File: src/rtl/cp0_defs.sv
// Shared CP0 constants: register addresses ({rd, sel}), exception codes and
// reset values used by the register file and its timer.
package cp0_defs;

    localparam logic [7:0] CP0_BADVADDR = {5'd8, 3'd0};
    localparam logic [7:0] CP0_COUNT    = {5'd9, 3'd0};
    localparam logic [7:0] CP0_COMPARE  = {5'd11, 3'd0};
    localparam logic [7:0] CP0_STATUS   = {5'd12, 3'd0};
    localparam logic [7:0] CP0_CAUSE    = {5'd13, 3'd0};
    localparam logic [7:0] CP0_EPC      = {5'd14, 3'd0};

    localparam logic [4:0] EXC_INT  = 5'h00;
    localparam logic [4:0] EXC_ADEL = 5'h04;
    localparam logic [4:0] EXC_ADES = 5'h05;
    localparam logic [4:0] EXC_SYS  = 5'h08;
    localparam logic [4:0] EXC_BP   = 5'h09;
    localparam logic [4:0] EXC_RI   = 5'h0A;
    localparam logic [4:0] EXC_OV   = 5'h0C;

    // BEV is hard-wired to 1; every other Status bit resets to 0.
    localparam logic [31:0] STATUS_RESET = 32'h0040_0000;

endpackage

File: src/rtl/cp0_timer.sv
// Count/Compare timer: Count advances every second cycle, TI latches a match
// until software rewrites Compare.
module cp0_timer
    import cp0_defs::*;
(
    input  logic        clk,
    input  logic        resetn,
    input  logic        count_we,
    input  logic        compare_we,
    input  logic [31:0] wdata,
    output logic [31:0] count,
    output logic [31:0] compare,
    output logic        ti,
    output logic        ti_next
);

    logic tick;

    // A Compare write clears TI even when the match is still true this cycle.
    assign ti_next = compare_we ? 1'b0 : ((count == compare) ? 1'b1 : ti);

    always_ff @(posedge clk) begin
        if (!resetn) begin
            tick    <= 1'b0;
            count   <= 32'd0;
            compare <= 32'd0;
            ti      <= 1'b0;
        end else begin
            tick <= ~tick;
            if (count_we) begin
                count <= wdata;
            end else if (tick) begin
                count <= count + 32'd1;
            end
            if (compare_we) begin
                compare <= wdata;
            end
            ti <= ti_next;
        end
    end

endmodule

File: src/rtl/cp0_regfile.sv
// CP0 register file: BadVAddr, Count, Compare, Status, Cause and EPC with
// exception/ERET commit, MTC0/MFC0 access and interrupt request generation.
module cp0_regfile
    import cp0_defs::*;
(
    input  logic        clk,
    input  logic        resetn,
    input  logic        mtc0_we,
    input  logic [7:0]  cp0_addr,
    input  logic [31:0] cp0_wdata,
    input  logic        wb_ex,
    input  logic [4:0]  wb_excode,
    input  logic        wb_bd,
    input  logic [31:0] wb_pc,
    input  logic [31:0] wb_badvaddr,
    input  logic        eret,
    input  logic [5:0]  ext_int,
    output logic [31:0] cp0_rdata,
    output logic [31:0] cp0_epc,
    output logic        cp0_status_exl,
    output logic        int_req
);

    logic [7:0]  status_im;
    logic        status_exl;
    logic        status_ie;
    logic        cause_bd;
    logic [5:0]  cause_ip_hw;
    logic [1:0]  cause_ip_sw;
    logic [4:0]  cause_excode;
    logic [31:0] epc;
    logic [31:0] badvaddr;
    logic [31:0] count;
    logic [31:0] compare;
    logic        ti;
    logic        ti_next;
    logic        sw_we;
    logic [7:0]  cause_ip;

    // Exceptions and ERET both squash a same-cycle MTC0.
    assign sw_we    = mtc0_we & ~wb_ex & ~eret;
    assign cause_ip = {cause_ip_hw, cause_ip_sw};

    cp0_timer u_timer (
        .clk        (clk),
        .resetn     (resetn),
        .count_we   (sw_we && (cp0_addr == CP0_COUNT)),
        .compare_we (sw_we && (cp0_addr == CP0_COMPARE)),
        .wdata      (cp0_wdata),
        .count      (count),
        .compare    (compare),
        .ti         (ti),
        .ti_next    (ti_next)
    );

    always_ff @(posedge clk) begin
        if (!resetn) begin
            status_im    <= 8'd0;
            status_exl   <= 1'b0;
            status_ie    <= 1'b0;
            cause_bd     <= 1'b0;
            cause_ip_hw  <= 6'd0;
            cause_ip_sw  <= 2'd0;
            cause_excode <= 5'd0;
            epc          <= 32'd0;
            badvaddr     <= 32'd0;
        end else begin
            // IP7 samples TI's next value so it rises and falls with Cause.TI.
            cause_ip_hw <= {ti_next | ext_int[5], ext_int[4:0]};
            if (wb_ex) begin
                if (!status_exl) begin
                    epc      <= wb_bd ? (wb_pc - 32'd4) : wb_pc;
                    cause_bd <= wb_bd;
                end
                cause_excode <= wb_excode;
                status_exl   <= 1'b1;
                if ((wb_excode == EXC_ADEL) || (wb_excode == EXC_ADES)) begin
                    badvaddr <= wb_badvaddr;
                end
            end else if (eret) begin
                status_exl <= 1'b0;
            end else if (mtc0_we) begin
                case (cp0_addr)
                    CP0_STATUS: begin
                        status_im  <= cp0_wdata[15:8];
                        status_exl <= cp0_wdata[1];
                        status_ie  <= cp0_wdata[0];
                    end
                    CP0_CAUSE: cause_ip_sw <= cp0_wdata[9:8];
                    CP0_EPC:   epc         <= cp0_wdata;
                    default: ;
                endcase
            end
        end
    end

    always_comb begin
        cp0_rdata = 32'd0;
        case (cp0_addr)
            CP0_BADVADDR: cp0_rdata = badvaddr;
            CP0_COUNT:    cp0_rdata = count;
            CP0_COMPARE:  cp0_rdata = compare;
            CP0_STATUS:   cp0_rdata = STATUS_RESET | {16'd0, status_im, 6'd0, status_exl, status_ie};
            CP0_CAUSE:    cp0_rdata = {cause_bd, ti, 14'd0, cause_ip, 1'b0, cause_excode, 2'b00};
            CP0_EPC:      cp0_rdata = epc;
            default:      cp0_rdata = 32'd0;
        endcase
    end

    assign cp0_epc        = epc;
    assign cp0_status_exl = status_exl;
    assign int_req        = status_ie & ~status_exl & (|(cause_ip & status_im));

endmodule

File: config.mk
export PLATFORM = sky130hd
export DESIGN_NAME = cp0_regfile
export DESIGN_NICKNAME = d
export VERILOG_FILES = /design/src/rtl/cp0_defs.sv /design/src/rtl/cp0_timer.sv /design/src/rtl/cp0_regfile.sv
export SDC_FILE = /design/constraint.sdc
export NUM_CORES = 1
export LEC_CHECK = 0
export CORE_UTILIZATION = 38
export DETAILED_ROUTE_END_ITERATION = 8
export GPL_TIMING_DRIVEN = 0
export PLACE_DENSITY = 0.72
export RECOVER_POWER = 50
export SETUP_SLACK_MARGIN = 0.5
export SLEW_MARGIN = 10
export SYNTH_ARGS = -nofsm -noshare
export SYNTH_HDL_FRONTEND = slang
export SYNTH_SLANG_ARGS = --single-unit
File: constraint.sdc
create_clock -name clk -period 5.35 [get_ports clk]
set_input_delay 1.07 -clock clk [delete_from_list [all_inputs] [get_ports clk]]
set_output_delay 1.07 -clock clk [all_outputs]
set_load 0.02 [all_outputs]
==> impl_metrics.py <==
metrics = {
    "run_status": {
        "status": "complete, no violations",
    },
    "synth": {
        "postSynth.asyncResetShare_pct": 0,
        "netlist_area_mm2": 0.00823,
        "synth-edff-count": 0,
        "synthCells": 1043,
        "ys_warn_count": 0,
        "ys_seq_area_share_pct": 37.4,
        "synthesis.nets": 1166,
        "syn_avg_cell_area_um2": 7.89,
        "ys_ff_latch": 154,
        "synthFlopType": "dfxtp_1",
        "yosysUniqueCellTypes": 58,
    },
    "timing": {
        "slew_viol_final": 0,
        "finalCriticalPeriod_ns": 4.97,
        "relSlewSlack_pct": 10.2,
        "setup_viol": 0,
        "post-route-period-util_pct": 92.9,
        "rsz0062_at_grt": "false",
        "setup-tns-final_ns": 0,
        "hold_viol": 0,
        "skew_ns": 0.00840,
        "worstMarginPinSlew_ns": 1.34,
        "fmax_mhz": 201,
    },
    "job": {
        "max-cap-violations": 0,
    },
    "placed_design": {
        "dp_cells": 1502,
        "portBuffers": 184,
        "dpl-instance-area_mm2": 0.0104,
        "gp_congestion": 0.959,
        "hpwlAfterDp_mm": 26.4,
    },
    "setup_path": {
        "crit_cells": 7,
        "required_ns": 4.28,
        "cp-start-kind": "primary input",
        "cp_top_family": "buffers and inverters",
        "slowest_stage": "dlygate4sd3_1",
        "rr_startpoint": "u_timer.count[3]",
        "cp_cell_sequence": "dlygate4sd3_1, clkbuf_1, mux2_2, a22oi_1, o21ai_0, a221o_1, dlygate4sd2_1",
        "crit_path_start": "cp0_addr[3]",
        "max_stage_delay_ns": 0.78,
        "path_max_fanout": 10,
        "worst-r2r-cell-count": 6,
        "cp.buffers_inverters": 3,
        "endpoint_kind": "output port",
        "crit_type": "in2out",
        "cp.arrival_ns": 3.90,
    },
    "route": {
        "num_vias": 9103,
        "drt_iter0_drc": 1172,
        "ant_nets": 0,
        "via_per_inst": 5.93,
        "drt-total-wl_mm": 33.8,
        "drcViolationCount": 0,
        "dr.pass1.iters": 7,
        "drt-wirelength-per-cell_um": 22.0,
    },
    "global_route": {
        "grt.total_usage_pct": 30.2,
        "antenna_found_initial": 0,
        "grt_first_pass_wirelength_mm": 49.2,
        "met2_usage_pct": 45.8,
        "grt_use_met3_pct": 6.94,
        "met1_usage_pct": 39.9,
        "grt_max_degree": 17,
        "first_global_vias": 8164,
        "grt.overflow.total": 0,
        "busiest_layer": "met2",
    },
    "clock_tree": {
        "clock-sinks": 154,
        "cts_buffers": 17,
        "cts.hold.buffers_added": 0,
        "cts_tree": "done",
        "cts_root_buf": "clkbuf_16",
        "clk_path_buf_depth": 2,
        "cts_max_level": 4,
        "path_clk_slew_ns": 0.06,
        "clock_latency_ns": 0.44,
    },
    "layout": {
        "final_layout_size_suffix_gt1_share_pct": 6.34,
        "fin_nets": 1372,
        "instances_no_fill": 1536,
        "final_area_mm2": 0.0112,
        "syn2layout_area_growth_pct": 35.8,
        "n_antenna_cell": 0,
    },
    "pwr": {
        "leakagePower_nw": 4.22,
        "power_density_mw_per_mm2": 252,
        "irDropWorstVdd_mv": 0.203,
    },
    "die": {
        "initial_utilization_pct": 38.9,
        "fp.dieH_um": 149,
        "die_area_mm2": 0.0223,
        "num_rows": 53,
        "core-area_mm2": 0.0212,
        "io_pins": 187,
        "die_x_um": 149,
    },
    "min_path": {
        "min_from": "badvaddr[8]",
        "min_path_type": "reg2reg",
        "hold_depth": 2,
    },
}
==> synth_stat cells (all sizes together) (5+ instances only) <==
library cell	instances	area (µm²)
nor2	53	199
nand4b	8	70.1
nand4	23	159
o211ai	13	97.6
o21ai	33	165
nor4	15	143
mux2	8	90.1
inv	7	26.3
buf	16	76.3
a211oi	30	225
a221o	10	100
o31ai	5	42.5
a222oi	7	70.1
nor2b	6	37.5
clkbuf	64	240
and3	10	62.6
nand2b	5	31.3
mux2i	16	160
and2	10	62.6
a21oi	99	495
a31oi	5	31.3
nor3	16	91.3
a22oi	45	338
nand3	43	215
nand2	212	796
xnor2	56	490
xor2	28	245
dfxtp	154	3080
or3	6	37.5
==> cell type report <==
cell class                 count  area (µm²)
buffer                        80         353
clock buffer                  19         453
clock inverter                12         149
fill                        1954        9980
inverter                       7        26.3
multi-input combinational    802        4860
sequential                   154        3080
tap                          275         344
timing repair buffer         187        1910
==> stage by stage <==
stage | utilization [%] | setup slack, ns | total power, mW | hold WS, ns
2_1_floorplan | - | 1.56 | 1.36 | 0.436
3_3_place_gp | 49.3 | -0.352 | 1.58 | 0.442
3_5_place_dp | 49.3 | -0.327 | 1.58 | 0.447
4_1_cts | 52.5 | 0.451 | 2.81 | 0.455
5_1_grt | 52.8 | 0.349 | 2.87 | 0.477
6_report | 52.8 | 0.380 | 2.81 | 0.456
==> worst reg2reg max path, cell delays in order, from the launching register on <==
cell and delay [ns]:
dfxtp_1 0.30, clkbuf_1 0.38, nand4_1 0.40, nor4_2 0.73
nand3_1 0.18, xor2_1 0.20, a211oi_1 0.22
==> what timing repair did <==
action,CTS,global route
setup endpoints to repair,32,23
pin swaps,1,0
gates resized for setup,34,30
gates cloned,0,0
setup buffers,3,0
==> layout by cell type, fill, tap and decap left out, types with 13 or more instances in the layout <==
cell and instances:
o21ai_0 32, xor2_1 28, mux2i_1 16, dlygate4sd3_1 38, dlymetal6s2s_1 21, a22oi_1 45
dfxtp_1 154, nor3_1 13, nand2_1 212, a211oi_1 30, clkbuf_1 61, clkdlybuf4s50_1 116
xnor2_1 56, a21oi_1 99, nor2_1 52, o211ai_1 13, nand4_1 22, clkbuf_16 17
nand3_1 43
==> cell families (layout without fill, tap and decap cells) <==
group / after synthesis / count (layout) / synth area share (%)
compound gates: 266 / 266 / 21.1
xor+xnor: 84 / 84 / 8.94
fa+ha+maj: 2 / 2 / 0.304
buf+inv: 87 / 305 / 4.16
flops: 154 / 154 / 37.4
mux: 24 / 24 / 3.04
simple gates: 426 / 426 / 25.0
==> per-layer routing <==
metal	share of wire [%]	vias up	wire (µm)
li1	-	4163	-
met1	39	4229	13300
met2	44	596	14900
met3	12	115	4040
met4	4.7	0	1590
met5	0	-	0
==> final timing paths <==
kind,slack [ns],end
hold / removal,0.46,badvaddr[8]
setup reg to reg,2.85,u_timer.count[30]
hold reg to reg,0.46,badvaddr[8]
setup / recovery,0.38,cp0_rdata[14]
==> report_power, final <==
group          internal, mW  switching [mW]  total (mW)
logic                 0.158           0.196       0.354
registers              1.18          0.0327        1.21
clock network         0.751           0.498        1.25
total                  2.09           0.727        2.81
==> flip-flops by register name (all words and copies together) (netlist names), 2 cells and up <==
register         cells
cp0_epc             32
cause_excode         5
u_timer.compare     32
badvaddr            32
cause_ip_hw          6
cause_ip_sw          2
status_im            8
u_timer.count       32
Note: power is estimated with default switching activity, not from simulation.
